--- src/rtl/seq_restoring_divider.sv ---
// Sequential unsigned restoring divider, one quotient bit per clock, MSB first, start/busy/done handshake.
// Optional macro DIV_ZERO_DETECT_EN: divisor 0 short-circuits to a 1-cycle result and raises div_by_zero.
module seq_restoring_divider #(
  parameter int DIVIDEND_W = 8,
  parameter int DIVISOR_W  = 4
) (
  input  logic                  clk,
  input  logic                  rst_n,
  input  logic                  start,
  input  logic [DIVIDEND_W-1:0] dividend,
  input  logic [DIVISOR_W-1:0]  divisor,
  output logic [DIVIDEND_W-1:0] quotient,
  output logic [DIVISOR_W-1:0]  remainder,
  output logic                  busy,
  output logic                  done,
  output logic                  div_by_zero
);

  localparam int CNT_W = $clog2(DIVIDEND_W + 1);

  localparam logic [1:0] ST_IDLE  = 2'd0;
  localparam logic [1:0] ST_RUN   = 2'd1;
`ifdef DIV_ZERO_DETECT_EN
  localparam logic [1:0] ST_DZERO = 2'd2;
`endif

  logic [1:0]            state_q, state_d;
  // Shift register: unconsumed dividend bits leave at the top, quotient bits enter at the bottom.
  logic [DIVIDEND_W-1:0] dvd_q, dvd_d;
  logic [DIVISOR_W-1:0]  dsr_q, dsr_d;
  logic [DIVISOR_W-1:0]  rem_q, rem_d;
  logic [CNT_W-1:0]      cnt_q, cnt_d;
  logic [DIVIDEND_W-1:0] quo_out_q, quo_out_d;
  logic [DIVISOR_W-1:0]  rem_out_q, rem_out_d;
  logic                  busy_q, busy_d;
  logic                  done_q, done_d;
  logic                  dbz_q, dbz_d;

  logic [DIVISOR_W:0]    r_shift;
  logic                  q_bit;
  logic [DIVISOR_W-1:0]  r_next;
  logic [DIVIDEND_W-1:0] q_shift;

  // The stored partial remainder is always < divisor, so only its low bits are kept;
  // the extra bit lives only in the shifted compare value.
  always_comb begin
    r_shift = {rem_q, dvd_q[DIVIDEND_W-1]};
    q_bit   = (r_shift >= {1'b0, dsr_q});
    r_next  = q_bit ? (r_shift[DIVISOR_W-1:0] - dsr_q) : r_shift[DIVISOR_W-1:0];
    q_shift = (dvd_q << 1) | DIVIDEND_W'(q_bit);
  end

  always_comb begin
    state_d   = state_q;
    dvd_d     = dvd_q;
    dsr_d     = dsr_q;
    rem_d     = rem_q;
    cnt_d     = cnt_q;
    quo_out_d = quo_out_q;
    rem_out_d = rem_out_q;
    busy_d    = busy_q;
    done_d    = 1'b0;
    dbz_d     = dbz_q;

    case (state_q)
      ST_IDLE: begin
        if (start) begin
          dvd_d = dividend;
          dsr_d = divisor;
          rem_d = '0;
          cnt_d = CNT_W'(DIVIDEND_W);
`ifdef DIV_ZERO_DETECT_EN
          if (divisor == '0) begin
            state_d = ST_DZERO;
          end else begin
            state_d = ST_RUN;
            busy_d  = 1'b1;
            dbz_d   = 1'b0;
          end
`else
          state_d = ST_RUN;
          busy_d  = 1'b1;
`endif
        end
      end
      ST_RUN: begin
        dvd_d = q_shift;
        rem_d = r_next;
        cnt_d = cnt_q - CNT_W'(1);
        if (cnt_q == CNT_W'(1)) begin
          state_d   = ST_IDLE;
          busy_d    = 1'b0;
          done_d    = 1'b1;
          quo_out_d = q_shift;
          rem_out_d = r_next;
        end
      end
`ifdef DIV_ZERO_DETECT_EN
      ST_DZERO: begin
        state_d   = ST_IDLE;
        done_d    = 1'b1;
        quo_out_d = '1;
        rem_out_d = dvd_q[DIVISOR_W-1:0];
        dbz_d     = 1'b1;
      end
`endif
      default: begin
        state_d = ST_IDLE;
        busy_d  = 1'b0;
      end
    endcase
  end

  always_ff @(posedge clk or negedge rst_n) begin
    if (!rst_n) begin
      state_q   <= ST_IDLE;
      dvd_q     <= '0;
      dsr_q     <= '0;
      rem_q     <= '0;
      cnt_q     <= '0;
      quo_out_q <= '0;
      rem_out_q <= '0;
      busy_q    <= 1'b0;
      done_q    <= 1'b0;
      dbz_q     <= 1'b0;
    end else begin
      state_q   <= state_d;
      dvd_q     <= dvd_d;
      dsr_q     <= dsr_d;
      rem_q     <= rem_d;
      cnt_q     <= cnt_d;
      quo_out_q <= quo_out_d;
      rem_out_q <= rem_out_d;
      busy_q    <= busy_d;
      done_q    <= done_d;
      dbz_q     <= dbz_d;
    end
  end

  assign quotient  = quo_out_q;
  assign remainder = rem_out_q;
  assign busy      = busy_q;
  assign done      = done_q;
`ifdef DIV_ZERO_DETECT_EN
  assign div_by_zero = dbz_q;
`else
  assign div_by_zero = 1'b0 & dbz_q;
`endif

endmodule

--- config.mk ---
export PLATFORM = sky130hd
export DESIGN_NAME = seq_restoring_divider
export DESIGN_NICKNAME = d
export VERILOG_FILES = /design/src/rtl/seq_restoring_divider.sv
export SDC_FILE = /design/constraint.sdc
export NUM_CORES = 1
export LEC_CHECK = 0
export CAP_MARGIN = 10
export CORE_MARGIN = 2
export CORE_UTILIZATION = 30
export CTS_BUF_LIST = sky130_fd_sc_hd__clkbuf_2
export DETAILED_ROUTE_END_ITERATION = 10
export PLACE_DENSITY = 0.52
export SYNTH_ARGS = -nofsm -noshare
export SYNTH_HDL_FRONTEND = slang
export SYNTH_SLANG_ARGS = --single-unit
--- constraint.sdc ---
create_clock -name clk -period 1.55 [get_ports clk]
set_input_delay 0.31 -clock clk [delete_from_list [all_inputs] [get_ports clk]]
set_output_delay 0.31 -clock clk [all_outputs]
set_load 0.03 [all_outputs]
==> reports/results.txt <==
The flow ran to the end, but the final reports show violations. The clock arrives with 0.02602 ns of skew. In the post-synthesis netlist, the biggest area contributors are sky130_fd_sc_hd__dfrtp_1 (52%), sky130_fd_sc_hd__nand2_1 (9.4%), sky130_fd_sc_hd__ha_1 (4.6%), sky130_fd_sc_hd__o21ai_0 (4.6%), sky130_fd_sc_hd__mux2i_1 (4.3%). The share of final-layout standard cells stronger than drive strength 1 works out to 41.92%. Subtracting the final worst setup slack from the clock period gives 1.643 ns. Of all nets on the critical path, the largest fanout is 4.

Cell internal power was estimated by the tool at 3.717 mW. After legalization and detailed placement, the total HPWL measured 2882 um. Post-synth design cell area: 1643 um^2.

The proportion of power drawn by the clock network is 12.2%. Setup repair after global routing could not meet its margin everywhere. STA classifies the critical path startpoint as a register.

In the final timing run, aggregate negative setup slack is -0.5104 ns. 30 I/O pins were placed. The register area came out at 852.1 um^2. In this run the clock root is driven by a sky130_fd_sc_hd__clkbuf_2.

The number of distinct library cell variants in the gate-level netlist after synthesis is 40. The first TritonRoute pass finished after 4 iterations. Clock tree synthesis inserted a total of 5 buffers.

sky130_fd_sc_hd__nand2_1 is the most common cell in the netlist. The library cell with the largest summed area after synthesis was sky130_fd_sc_hd__dfrtp_1. The number of hold violations in the final report is 0.

The logs give 4189 um for the sum of routed wire length over all layers and 2191 um^2 for the total cell area at the placement stage. The tools report the setup slack of the critical path after layout as -0.09310 ns. The sequential share of the synthesized area was 51.79%; the total global-route track usage was 14.97%.

The run gives 5205 um^2 as the total core area. Entering global routing, the biggest net connects 35 pins. The maximum level of the CTS H-tree is 2, and the number of synthesized flops with an enable pin is 0. The post-synthesis cell count was 166. At the placement stage, the worst setup path has a slack of -0.1747 ns.

The type of the worst min-delay path is primary input to async pin. In the final design database the tool counted 250 nets. Final-layout fill cell count: 505. Dividing total power by cell area gives a power density of 2524 nW/um^2.

Synthesis inferred 34 register bits. The share of the cycle needed by the critical path after routing was 106.0%. Derived from the worst setup path, the maximum achievable clock frequency is 608.6 MHz.

The count of nets left with antenna violations once routing finished came out at 0. TritonCTS built the clock tree. At the worst endpoint, the required time is 1.88 ns.

The category of the worst setup path capture point is a register. In the routed design, unresolved DRC markers number 0. The post-synth net total came out at 188. In this run the vertical extent of the chip is 78 um. The average detailed-routed wire length per instance is 14.01 um, and the top cell type's share of synthesized area is 51.79%. Number of design-rule violations left by the first detailed-router iteration: 71. By count the netlist is led by sky130_fd_sc_hd__nand2_1 (41), sky130_fd_sc_hd__dfrtp_1 (34), sky130_fd_sc_hd__o21ai_0 (15). For this design the total switching power over the nets is 2.659 mW. Kind of critical path: register to register. The first element of the critical path was rem_q[1]. For the largest voltage drop on the vdd net, the log shows 0.0007155 V. In this run the static leakage power is 1.160 nW.

Once the floorplan was initialized, standard cells occupied 31.56% of the core. From synthesis to final layout, the design area changed by 53.77%. From left edge to right edge, the die measures 78 um. Dividing the synthesized area by the synthesized cell count gives 9.897 um^2. The global placement routability congestion is 0.8718. The share of flip-flops with an asynchronous set or reset after synthesis was 100.0%. The tools report the wire length of the first global-routing pass as 7155 um. The share of power burned in combinational logic was 61.7%; the maximum clock path buffer count was 2. The later pin in the worst-skew pair is clocked with a latency of 0.41 ns. Across the run, the number of max-cap violations was 0.

Setup violations remaining at the end of the flow were counted as 12. After routing the design area is 2526 um^2. Yosys printed 0 warnings.

For the arrival time reported for the critical path endpoint, the log shows 1.97 ns. The mean number of vias per cell was 4.763. In the final layout, the multi-input gates occupy 884.6 um^2.

The number of global-route vias before repair was 1506; the count of vias placed by the detailed router was 1424. The number of placement rows is 26, and the fraction of power consumed by sequential logic is 26.0%. Final hold analysis gives a worst-case slack of 0.2327 ns. The die covers 6084 um^2. Net switching is 41.70% of the power. Cts-stage hold buffer count: 0. The final reports fail on setup timing. The tree built by TritonCTS fans out to 34 sinks.

0 antenna diodes ended up in the layout. For this run, the leading register cell type out of synthesis is sky130_fd_sc_hd__dfrtp_1. The number of antenna violations at the first check in global routing was 0. Input and output buffers added on the ports amount to 28. The CTS clock-pin slew for the worst setup and hold paths was 0.21 ns.

Once layout is complete, the utilization of the core stands at 48.53%. The remaining global-route overflow is 0, and the total count of max-transition violations in the final report is 0. The startpoint of the most critical register-to-register path was rem_q[1].
-- registers in the layout (all words and copies together), names as in the netlist --
signal	count
busy	1
cnt_q	4
done	1
dsr_q	4
dvd_q	8
quotient	8
rem_q	4
remainder	4
-- metrics by stage --
stage                     std cells  total power [mW]
after floorplan                 166             3.612
after global placement          280             4.691
after detailed placement        280             4.799
after CTS                       297             6.126
after global routing            299             6.855
final                           299             6.376
-- cells in the final DEF (no fill, tap or decap), types with 3 or more instances in the layout --
master	netlist	layout
sky130_fd_sc_hd__ha_4	0	5
sky130_fd_sc_hd__buf_6	2	7
sky130_fd_sc_hd__dfrtp_1	34	33
sky130_fd_sc_hd__mux2i_1	7	7
sky130_fd_sc_hd__o21ai_2	0	3
sky130_fd_sc_hd__nor2_1	5	3
sky130_fd_sc_hd__o21ai_0	15	12
sky130_fd_sc_hd__clkdlybuf4s15_1	0	3
sky130_fd_sc_hd__inv_1	7	3
sky130_fd_sc_hd__buf_4	2	27
sky130_fd_sc_hd__inv_2	1	4
sky130_fd_sc_hd__clkdlybuf4s50_1	0	14
sky130_fd_sc_hd__nand2_4	0	3
sky130_fd_sc_hd__nand2_2	0	8
sky130_fd_sc_hd__clkbuf_2	0	13
sky130_fd_sc_hd__nand2_1	41	30
-- path summary, 6_finish.rpt --
| check | to | slack [ns] | cells past startpoint |
|---|---|---|---|
| hold reg to reg | quotient[3] | 0.50 | 2 |
| max in group asynchronous | busy | 1.11 | 2 |
| setup reg to reg | rem_q[1] | -0.09 | 6 |
| setup / recovery | rem_q[1] | -0.09 | 6 |
| min in group clk | dsr_q[3] | 0.43 | 3 |
| hold / removal | rem_q[1] | 0.23 | 2 |
-- routing by layer --
metal / global-route usage (%) / routed length, um
met4: 4.737 / 41
met2: 24.66 / 2026
met5: 0 / 0
met1: 18.66 / 1911
met3: 4.767 / 210
-- power by group through the flow --
stage          clock (mW)  combinational, mW  sequential [mW]
3_3_place_gp            0               3.08             1.61
2_1_floorplan           0               1.70             1.91
4_1_cts             0.793               3.69             1.64
6_report            0.780               3.94             1.66
5_1_grt             0.850               4.28             1.72
3_5_place_dp            0               3.18             1.62
-- cell families (layout without fill, tap and decap cells) --
kind of cell | Yosys count | count (layout) | synth area share, %
compound gates | 33 | 33 | 12.87
xor+xnor | 3 | 3 | 1.600
fa+ha+maj | 7 | 7 | 5.788
buf+inv | 18 | 81 | 5.788
flops | 34 | 34 | 51.79
mux | 8 | 8 | 4.951
other cells | 1 | 1 | 0.2283
simple gates | 62 | 62 | 16.98
-- area by class of cell --
cell class / count / area share (%)
timing repair buffer: 64 / 22.34
sequential: 34 / 33.73
tap: 70 / 3.467
clock inverter: 3 / 2.724
clock buffer: 5 / 0.9906
inverter: 9 / 1.734
multi-input combinational: 114 / 35.02
-- worst max-delay path, cell delays in order (launching register included) --
cell and delay [ns]:
sky130_fd_sc_hd__dfrtp_1 0.48, sky130_fd_sc_hd__ha_4 0.18, sky130_fd_sc_hd__buf_6 0.12, sky130_fd_sc_hd__o311ai_4 0.30, sky130_fd_sc_hd__buf_6 0.16, sky130_fd_sc_hd__a21oi_2 0.05
sky130_fd_sc_hd__a311o_1 0.27
-- timing repair --
action | 4_1_cts | 5_1_grt
resized for setup | 49 | 37
endpoints found under the setup margin | 32 | 31
setup buffers | 9 | 3
pin swaps | 20 | 12
(Power assumes the default switching activity.)
